`src/rtl/ifetch_pkg.sv`:
```
// ifetch_pkg -- shared definitions for the instruction fetch slice.
//   ILEN          : instruction width in bits
//   NOP_INSTR     : instruction driven when no fetched instruction is held
//   fetch_state_e : fetch sequencer states
package ifetch_pkg;

  localparam int ILEN = 32;

  localparam logic [ILEN-1:0] NOP_INSTR = 32'h0000_0000;

  typedef enum logic [1:0] {
    IDLE = 2'd0,  // waiting for I_RUN with an aligned PC
    REQ  = 2'd1,  // request presented, waiting for grant
    WAIT = 2'd2,  // granted, waiting for read data
    HOLD = 2'd3   // instruction presented to decode
  } fetch_state_e;

endpackage

```
`src/rtl/ifetch_fetch_timer.sv`:
```
// fetch_timer -- saturating cycle counter that bounds a bus transaction.
//   CLK       in  clock, rising edge
//   I_RST     in  asynchronous active-low reset
//   I_CLR     in  restart the count at zero (takes priority over I_EN)
//   I_EN      in  count this cycle
//   O_EXPIRED out this is the TIMEOUT-th counted cycle; the transaction
//                 must give up at the coming edge
module fetch_timer #(
  parameter int TIMEOUT = 16
) (
  input  logic CLK,
  input  logic I_RST,
  input  logic I_CLR,
  input  logic I_EN,
  output logic O_EXPIRED
);

  localparam int CW = $clog2(TIMEOUT + 1);
  localparam logic [CW-1:0] LAST = CW'(TIMEOUT - 1);
  localparam logic [CW-1:0] SAT  = CW'(TIMEOUT);

  // Number of cycles already spent in the current transaction.
  logic [CW-1:0] count_q;

  // NOTE: state registers use non-blocking assignments so every flop samples
  // pre-edge values regardless of process ordering.
  always_ff @(posedge CLK or negedge I_RST) begin
    if (!I_RST) begin
      count_q <= '0;
    end else if (I_CLR) begin
      count_q <= '0;
    end else if (I_EN && (count_q != SAT)) begin
      count_q <= count_q + 1'b1;
    end
  end

  // count_q cycles are already used, so the current cycle is the last
  // permitted one once count_q has reached TIMEOUT-1.
  assign O_EXPIRED = (count_q >= LAST);

endmodule

```
`src/rtl/ifetch.sv`:
```
// ifetch -- instruction fetch unit between the PC register and decode.
//   CLK, I_RST            clock (rising edge), async active-low reset
//   I_PC, I_RUN           fetch address and run flag from the PC register
//   I_FLUSH               redirect: abandon the fetch in progress
//   O_MEM_REQ/O_MEM_ADDR  read request to instruction memory
//   I_MEM_GNT             memory accepted the request this cycle
//   I_MEM_RVALID/RDATA    read response
//   O_INSTR/O_INSTR_PC    fetched instruction and its address
//   O_VALID, I_READY      handshake towards decode
//   O_STALL               hold the PC register (combinational)
//   O_FAULT               sticky: misaligned PC or memory timeout
module ifetch #(
  parameter int AW      = 32,
  parameter int TIMEOUT = 16,
  parameter logic [ifetch_pkg::ILEN-1:0] NOP_INSTR = ifetch_pkg::NOP_INSTR
) (
  input  logic                        CLK,
  input  logic                        I_RST,
  input  logic [31:0]                 I_PC,
  input  logic                        I_RUN,
  input  logic                        I_FLUSH,
  output logic                        O_MEM_REQ,
  output logic [AW-1:0]               O_MEM_ADDR,
  input  logic                        I_MEM_GNT,
  input  logic                        I_MEM_RVALID,
  input  logic [ifetch_pkg::ILEN-1:0] I_MEM_RDATA,
  output logic [ifetch_pkg::ILEN-1:0] O_INSTR,
  output logic [31:0]                 O_INSTR_PC,
  output logic                        O_VALID,
  input  logic                        I_READY,
  output logic                        O_STALL,
  output logic                        O_FAULT
);

  import ifetch_pkg::*;

  fetch_state_e    state_q,      state_d;
  logic            mem_req_q,    mem_req_d;
  logic [AW-1:0]   mem_addr_q,   mem_addr_d;
  logic [31:0]     pending_pc_q, pending_pc_d;
  logic [ILEN-1:0] instr_q,      instr_d;
  logic [31:0]     instr_pc_q,   instr_pc_d;
  logic            valid_q,      valid_d;
  logic            fault_q,      fault_d;
  // Set when the in-flight response belongs to a flushed fetch.
  logic            discard_q,    discard_d;

  logic timer_clr;
  logic timer_en;
  logic timer_expired;

  fetch_timer #(
    .TIMEOUT (TIMEOUT)
  ) u_timer (
    .CLK       (CLK),
    .I_RST     (I_RST),
    .I_CLR     (timer_clr),
    .I_EN      (timer_en),
    .O_EXPIRED (timer_expired)
  );

  always_ff @(posedge CLK or negedge I_RST) begin
    if (!I_RST) begin
      state_q      <= IDLE;
      mem_req_q    <= 1'b0;
      mem_addr_q   <= '0;
      pending_pc_q <= '0;
      instr_q      <= NOP_INSTR;
      instr_pc_q   <= '0;
      valid_q      <= 1'b0;
      fault_q      <= 1'b0;
      discard_q    <= 1'b0;
    end else begin
      state_q      <= state_d;
      mem_req_q    <= mem_req_d;
      mem_addr_q   <= mem_addr_d;
      pending_pc_q <= pending_pc_d;
      instr_q      <= instr_d;
      instr_pc_q   <= instr_pc_d;
      valid_q      <= valid_d;
      fault_q      <= fault_d;
      discard_q    <= discard_d;
    end
  end

  always_comb begin
    // NOTE: every signal assigned here gets a default first so no path leaves
    // it unassigned, which would otherwise infer a latch.
    state_d      = state_q;
    mem_req_d    = mem_req_q;
    mem_addr_d   = mem_addr_q;
    pending_pc_d = pending_pc_q;
    instr_d      = instr_q;
    instr_pc_d   = instr_pc_q;
    valid_d      = valid_q;
    fault_d      = fault_q;
    discard_d    = discard_q;
    timer_clr    = 1'b0;
    timer_en     = 1'b0;

    case (state_q)
      IDLE: begin
        if (fault_q) begin
          // Faulted: parked until reset.
        end else if (I_RUN && (I_PC[1:0] != 2'b00)) begin
          fault_d = 1'b1;
        end else if (I_RUN) begin
          mem_addr_d   = I_PC[AW-1:0];
          pending_pc_d = I_PC;
          mem_req_d    = 1'b1;
          discard_d    = 1'b0;
          timer_clr    = 1'b1;
          state_d      = REQ;
        end
      end

      REQ: begin
        timer_en = 1'b1;
        // The timeout outranks any handshake seen in the same cycle.
        if (timer_expired) begin
          fault_d   = 1'b1;
          mem_req_d = 1'b0;
          discard_d = 1'b0;
          state_d   = IDLE;
        end else if (I_MEM_GNT) begin
          // A flush coinciding with the grant cannot recall the request,
          // so its response is marked for discard.
          mem_req_d = 1'b0;
          discard_d = I_FLUSH;
          state_d   = WAIT;
        end else if (I_FLUSH) begin
          mem_req_d = 1'b0;
          state_d   = IDLE;
        end
      end

      WAIT: begin
        timer_en = 1'b1;
        if (timer_expired) begin
          fault_d   = 1'b1;
          discard_d = 1'b0;
          state_d   = IDLE;
        end else if (I_MEM_RVALID) begin
          if (discard_q || I_FLUSH) begin
            discard_d = 1'b0;
            state_d   = IDLE;
          end else begin
            instr_d    = I_MEM_RDATA;
            instr_pc_d = pending_pc_q;
            valid_d    = 1'b1;
            state_d    = HOLD;
          end
        end else if (I_FLUSH) begin
          discard_d = 1'b1;
        end
      end

      HOLD: begin
        if (I_FLUSH) begin
          valid_d = 1'b0;
          instr_d = NOP_INSTR;
          state_d = IDLE;
        end else if (I_READY) begin
          valid_d = 1'b0;
          state_d = IDLE;
        end
      end

      default: state_d = IDLE;
    endcase
  end

  // The PC register may advance only while idle or as HOLD hands off, so its
  // new value is in place when the fetch re-enters IDLE.
  always_comb begin
    O_STALL = 1'b0;
    case (state_q)
      REQ, WAIT: O_STALL = 1'b1;
      HOLD:      O_STALL = !I_READY;
      default:   O_STALL = 1'b0;
    endcase
  end

  assign O_MEM_REQ  = mem_req_q;
  assign O_MEM_ADDR = mem_addr_q;
  assign O_INSTR    = instr_q;
  assign O_INSTR_PC = instr_pc_q;
  assign O_VALID    = valid_q;
  assign O_FAULT    = fault_q;

endmodule

```
`config.mk`:
```
export PLATFORM = sky130hd
export DESIGN_NAME = ifetch
export DESIGN_NICKNAME = d
export VERILOG_FILES = /design/src/rtl/ifetch_pkg.sv /design/src/rtl/ifetch_fetch_timer.sv /design/src/rtl/ifetch.sv
export SDC_FILE = /design/constraint.sdc
export NUM_CORES = 1
export LEC_CHECK = 0
export ABC_AREA = 0
export BUFFER_PORTS_ARGS = -buffer_cell sky130_fd_sc_hd__buf_2
export CAP_MARGIN = 30
export CORE_ASPECT_RATIO = 1.5
export CORE_MARGIN = 5
export CORE_UTILIZATION = 54
export CTS_BUF_LIST = sky130_fd_sc_hd__clkbuf_2
export CTS_CLUSTER_DIAMETER = 80
export CTS_CLUSTER_SIZE = 10
export DETAILED_ROUTE_END_ITERATION = 8
export PLACE_DENSITY = 0.88
export SKIP_LAST_GASP = 1
export SLEW_MARGIN = 20
export SYNTH_ARGS = -nofsm -noshare
export SYNTH_HDL_FRONTEND = slang
export SYNTH_HIERARCHICAL = 1
export SYNTH_SLANG_ARGS = --single-unit
```
`constraint.sdc`:
```
create_clock -name CLK -period 3.36 [get_ports CLK]
set_input_delay 0 -clock CLK [delete_from_list [all_inputs] [get_ports CLK]]
set_output_delay 0 -clock CLK [all_outputs]
set_load 0.02 [all_outputs]
```
### Yosys cells after proc, flatten, opt, wreduce, memory -nomap -nowiden

Index checks and enable logic that the tools add are counted.

| word-level totals | value |
|---|---|
| bits of input ports | 71 |
| output and inout bits | 100 |
| memory bits (read-only) | 0 |
| RAM bits | 0 |
| memories kept | 0 |
| word-level logic and storage cells | 105 |
| bits in latches | 0 |
| register bits after elaboration | 107 |

| cells by class | value |
|---|---|
| muxes and demuxes | 52 |
| equality and inequality tests | 18 |
| bitwise logic cells | 4 |
| shift-type cells | 0 |
| div/mod/pow operators | 0 |
| $add $sub $neg | 1 |
| $lt $le $gt $ge | 1 |
| $mul | 0 |
| reductions and logical operators | 20 |

Operators with widths:

| cell | count |
|---|---|
| $mux W32 | 4 |
| $pmux W32 S2 | 1 |
| $mux W1 | 28 |
| $mux W2 | 11 |
| $reduce_and A5 Y1 | 3 |
| $ne A2 B2 Y1 const B | 7 |
| $ne A4 B4 Y1 const B | 3 |
| $mux W5 | 2 |
| $reduce_bool A2 Y1 | 5 |
| $ne A3 B3 Y1 const B | 3 |
| $pmux W1 S2 | 4 |
| $pmux W2 S4 | 1 |
| $reduce_and A4 Y1 | 2 |
| $reduce_and A7 Y1 | 1 |
| $reduce_and A6 Y1 | 1 |
| $add A5 B1 Y5 const B | 1 |
| $ge A5 B4 Y1 const B | 1 |
| $ne A5 B5 Y1 const B | 1 |
| $eq A2 B2 Y1 const B | 2 |
| $not A1 Y1 | 4 |
| $pmux W1 S3 | 1 |
| $reduce_bool A3 Y1 | 1 |
| $eq A2 B1 Y1 const B | 1 |
| $logic_and A1 B1 Y1 | 2 |
| other kinds (6) | 6 |

### Depth between registers and ports, before layout

| logic depth | value |
|---|---|
| depth in word-level cells | 6 |
| mapped depth | 11 |
| depth with buffers taken out | 9 |

### Hierarchy

The synthesis kept the hierarchy.

Modules (own cells, without submodules):

| module | area an instance (µm²) | cells an instance | instances |
|---|---|---|---|
| ifetch | 4016.4 | 261 | 1 |
| fetch_timer | 306.5 | 33 | 1 |

### Least setup slack after synthesis

OpenSTA, ideal clock, no wires.

| path | value |
|---|---|
| kind | flip-flop to flip-flop |
| start | reg u_timer.count_q[0] |
| end | reg instr_q[10], in the netlist O_INSTR[10] |
| stages on the path, launching flop included | 12 |
| path slack | 1.198 ns |
| required time | 3.239 ns |
| data arrival time | 2.041 ns |
| library setup time | 0.121 ns |
| buffers on the path | 2 |
| path through | dfrtp_1 > ha_1 > and3_1 > ha_1 > nor2_1 > nand2_1 > nor2b_2 > and4b_1 > buf_6 > a31oi_4 > buf_6 > a22o_1 |

| on the way | value |
|---|---|
| cells in the longest elaborated chain, start to end | 3 |

RTL lines:

| what | line | RTL |
|---|---|---|
| start: declaration | ifetch_fetch_timer.sv:23 | `logic [CW-1:0] count_q;` |
| start signal: assignment | ifetch_fetch_timer.sv:33 | `count_q <= count_q + 1'b1;` |
| $ge A5 B4 Y1 | ifetch_fetch_timer.sv:39 | `assign O_EXPIRED = (count_q >= LAST);` |
| named net timer_expired | ifetch.sv:50 | `logic timer_expired;` |
| $ne A2 B2 Y1 (no source line) | -- |  |
| $reduce_and A5 Y1 (no source line) | -- |  |
| end signal: assignment | ifetch.sv:78 | `instr_q <= instr_d;` |
| end: declaration | ifetch.sv:41 | `logic [ILEN-1:0] instr_q, instr_d;` |

The timed path passes the listed nets, and every way through them passes these cells.
A chain may end at the register's enable or synchronous reset.

### Final worst setup path

| path | value |
|---|---|
| start | reg u_timer.count_q[0] |
| end | reg discard_q |

| on the way | value |
|---|---|
| cells in the longest elaborated chain, start to end | 3 |
| elaborated cells between the ends (all ways) | 8 |
| those cells by class | order compare (1); eq/ne (3); mux (3); reduce/logical (1) |

RTL lines:

| what | line | RTL |
|---|---|---|
| $ge A5 B4 Y1 (*) | ifetch_fetch_timer.sv:39 |  |
| named net timer_expired | ifetch.sv:50 |  |
| $ne A4 B4 Y1 (no source line), or another cell as far along | -- |  |
| $reduce_and A7 Y1 (no source line) / $pmux W1 S3 (equally long branches) | -- |  |
| end signal: assignment | ifetch.sv:82 | `discard_q <= discard_d;` |
| end: declaration | ifetch.sv:46 | `logic discard_q, discard_d;` |

The timed path passes the listed nets; every way through them passes the cells marked *.

==> flow_summary.yaml <==
power_and_ir_drop:
  switching_share_pct: 22.9
  seqPwrFrac_pct: 64.5
  power_frac_comb_pct: 7.6
  power_switching_mw: 0.457
  power_density_nw_per_um2: 324
  total_power_mw: 2.00
  power.share.clock_pct: 27.9
  p_int_mw: 1.54
  p_leak_nw: 3.46
  irDropWorstVdd_v: 0.000282
job:
  drv_cap: 0
logic_synthesis:
  synth_top_area_share_pct: 61.9
  syn_nets: 374
  synth_area_leader_cell: "dfrtp_1"
  ys.flop_type: "dfrtp_1"
  synthCells: 294
  synth_edf_count: 0
  synth.avg_cell_area_sq_um: 14.7
  seq_area_frac_synth_pct: 61.9
  synth-seq-cells: 107
  async_flop_share_pct: 100
  yosys_warnings: 6
  synth_area_leaders: "dfrtp_1 (62%), mux2_2 (16%), a22o_1 (6.5%), ha_1 (2.6%), buf_2 (1.0%)"
  syn_area_sq_um: 4320
  synth.distinct_cells: 37
clocking:
  clkSinkCount: 107
  clk_pin_slew_ps: 260
  htreeDepth: 3
  cts_tree: "built"
  cts_buffers: 9
  clock_path_buffers: 2
  root_buffer: "clkbuf_2"
  clk_latency_ps: 560
floorplanning:
  die_w_um: 83.1
  die_h_um: 120
  rows: 40
  ioPinCount: 171
  dieArea_sq_um: 9930
  core_area_sq_um: 7910
  start_util_pct: 54.7
grt:
  antenna_found_initial: 0
  grtUsageTotal_pct: 27.1
  grt_max_degree: 54
  grt_overflow_total: 0
  grt_pass1_vias: 3830
  grt_pass1_wl_um: 21000
worst_setup_path:
  cp.depth: 10
  critPathKind: "flip-flop to flip-flop"
  critPathLaunchType: "flip-flop"
  ff2ff_path_depth: 10
  max_stage_delay_ps: 560
  cp-end-kind: "flip-flop"
  crit_chain: "ha_1 -> and3_1 -> ha_1 -> nor2_1 -> nand2_2 -> nor2b_2 -> nand2_1 -> nand3_1 -> dlygate4sd3_1 -> mux2_2"
  critPathRequiredTime_ps: 3820
  crit_end: "discard_q"
  slowest_stage: "dlygate4sd3_1"
  cp_top_family: "simple AND/OR/NAND/NOR gates"
  regToRegSetupSlack_ps: 550
  arrival_ps: 3270
  worst-path-buf-inv: 1
  cp_common_cell: "ha_1"
  reg2reg_to: "discard_q"
  crit_path_max_fanout: 6
  crit_start: "u_timer/count_q[0]"
  rr_startpoint: "u_timer/count_q[0]"
timing:
  finalHoldViolCount: 0
  drv_slew: 0
  min_period_over_period_pct: 83.6
  slew_headroom_pct: 38.1
  period_needed_ps: 2810
  setup_viol: 0
  rsz0062_at_grt: "no"
  clock_skew_ps: 28.6
  worst_slack_ps: 551
  max_freq_mhz: 356
  worst_hold_slack_ps: 153
  tns_ps: 0
  worstMarginPinSlew_ps: 929
placed_design:
  io_buffers: 170
  preCtsSetupSlack_ps: 864
  hpwl_um: 7200
  gp_congestion: 0.812
route:
  drt.antenna.violating_nets: 0
  num_vias: 3551
  wl_met2_um: 6840
  first_pass_iters: 4
  top_layer: "met4"
  drt_first_iter_violations: 179
  via_per_inst: 5.41
  wl_per_cell_um: 19.9
  met1_length_um: 4710
  wirelength_um: 13100
  met3WireLength_um: 1080
  drc: 0
layout:
  final_cell_mix: "buf_2 (169), dfrtp_1 (107), dlygate4sd3_1 (76)"
  areaGrowthSynthToFinish_pct: 42.7
  design.final.nets: 625
  final_common_cell: "buf_2"
  final_util_pct: 78.0
  drive_gt1_share_pct: 48.0
run_status:
  outcome: "completed"
hold_path:
  holdCritStartpoint: "I_FLUSH"
  hp-class: "input pin to flip-flop"
==> metrics by stage <==
| step | instance area (sq um) | std cells |
|---|---|---|
| 6_report | 6170 | 656 |
| 5_1_grt | 6160 | 655 |
| 4_1_cts | 6150 | 655 |
| 3_5_place_dp | 5260 | 561 |
| 3_3_place_gp | 5260 | 561 |
| 2_1_floorplan | 4320 | 294 |
==> power groups by stage <==
stage          combinational, mW  sequential, mW  clock [mW]
2_1_floorplan            0.00489            1.31           0
3_3_place_gp              0.0753            1.31           0
3_5_place_dp              0.0771            1.31           0
4_1_cts                    0.145            1.29       0.572
5_1_grt                    0.165            1.29       0.628
6_report                   0.152            1.29       0.557
==> routing by layer <==
metal,up-vias,GRT usage [%]
li1,1568,-
met5,-,0
met1,1756,30.7
met3,35,7.49
met4,0,13.3
met2,192,46.8
==> synth_stat cells, types with 2 or more instances <==
master      n
dfrtp_1   107
mux2_2     63
a22o_1     32
inv_1      10
nor2_1     10
buf_2       9
ha_1        9
a21oi_1     8
nand2_1     7
buf_6       4
a22oi_1     3
mux2_4      2
mux2i_1     2
nand2b_1    2
nand4_1     2
nor2b_1     2
nor4b_1     2
==> worst min-delay path: stages <==
cell,delay (ps)
buf_2,160
a22oi_1,170
nor3b_1,80
mux2_2,260
==> area by class of cell <==
class	instances	area [sq um]
antenna	1	2.50
clock buffer	9	45.0
clock inverter	7	58.8
fill	467	1740
inverter	10	37.5
multi-input combinational	164	1540
sequential	107	2680
tap	105	131
timing repair buffer	253	1680
==> sequential cells by signal, indices dropped and copies added (netlist names) <==
name             cells
pending_pc_q        32
discard_q            1
O_MEM_REQ            1
state_q              2
O_VALID              1
O_INSTR             32
O_INSTR_PC          32
u_timer/count_q      5
O_FAULT              1
==> worst min-delay path by stage <==
stage                       end  slack [ps]  depth (start not counted)
global route          discard_q         110                          4
CTS                   discard_q          20                          4
detailed placement   O_INSTR[4]         -70                          1
floorplan               O_FAULT        -300                          0
finish                discard_q         150                          4
global placement    O_INSTR[31]         -80                          1
==> cells by family (layout without fill, tap and decap cells) <==
kind of cell,Yosys count,count (layout),share of synthesized area (%)
mux,67,67,17.6
compound gates,51,51,9.67
other cells,0,1,0
xor+xnor,1,1,0.203
fa+ha+maj,9,9,2.60
simple gates,36,36,5.07
buf+inv,23,279,2.95
flops,107,107,61.9
==> what timing repair did <==
action | CTS | global route
setup endpoints to repair | 0 | 2
resized for setup | 0 | 3
buffers inserted | 0 | 1
hold buffers | 78 | 0
hold endpoints to repair | 175 | 0
(Power assumes the default switching activity.)
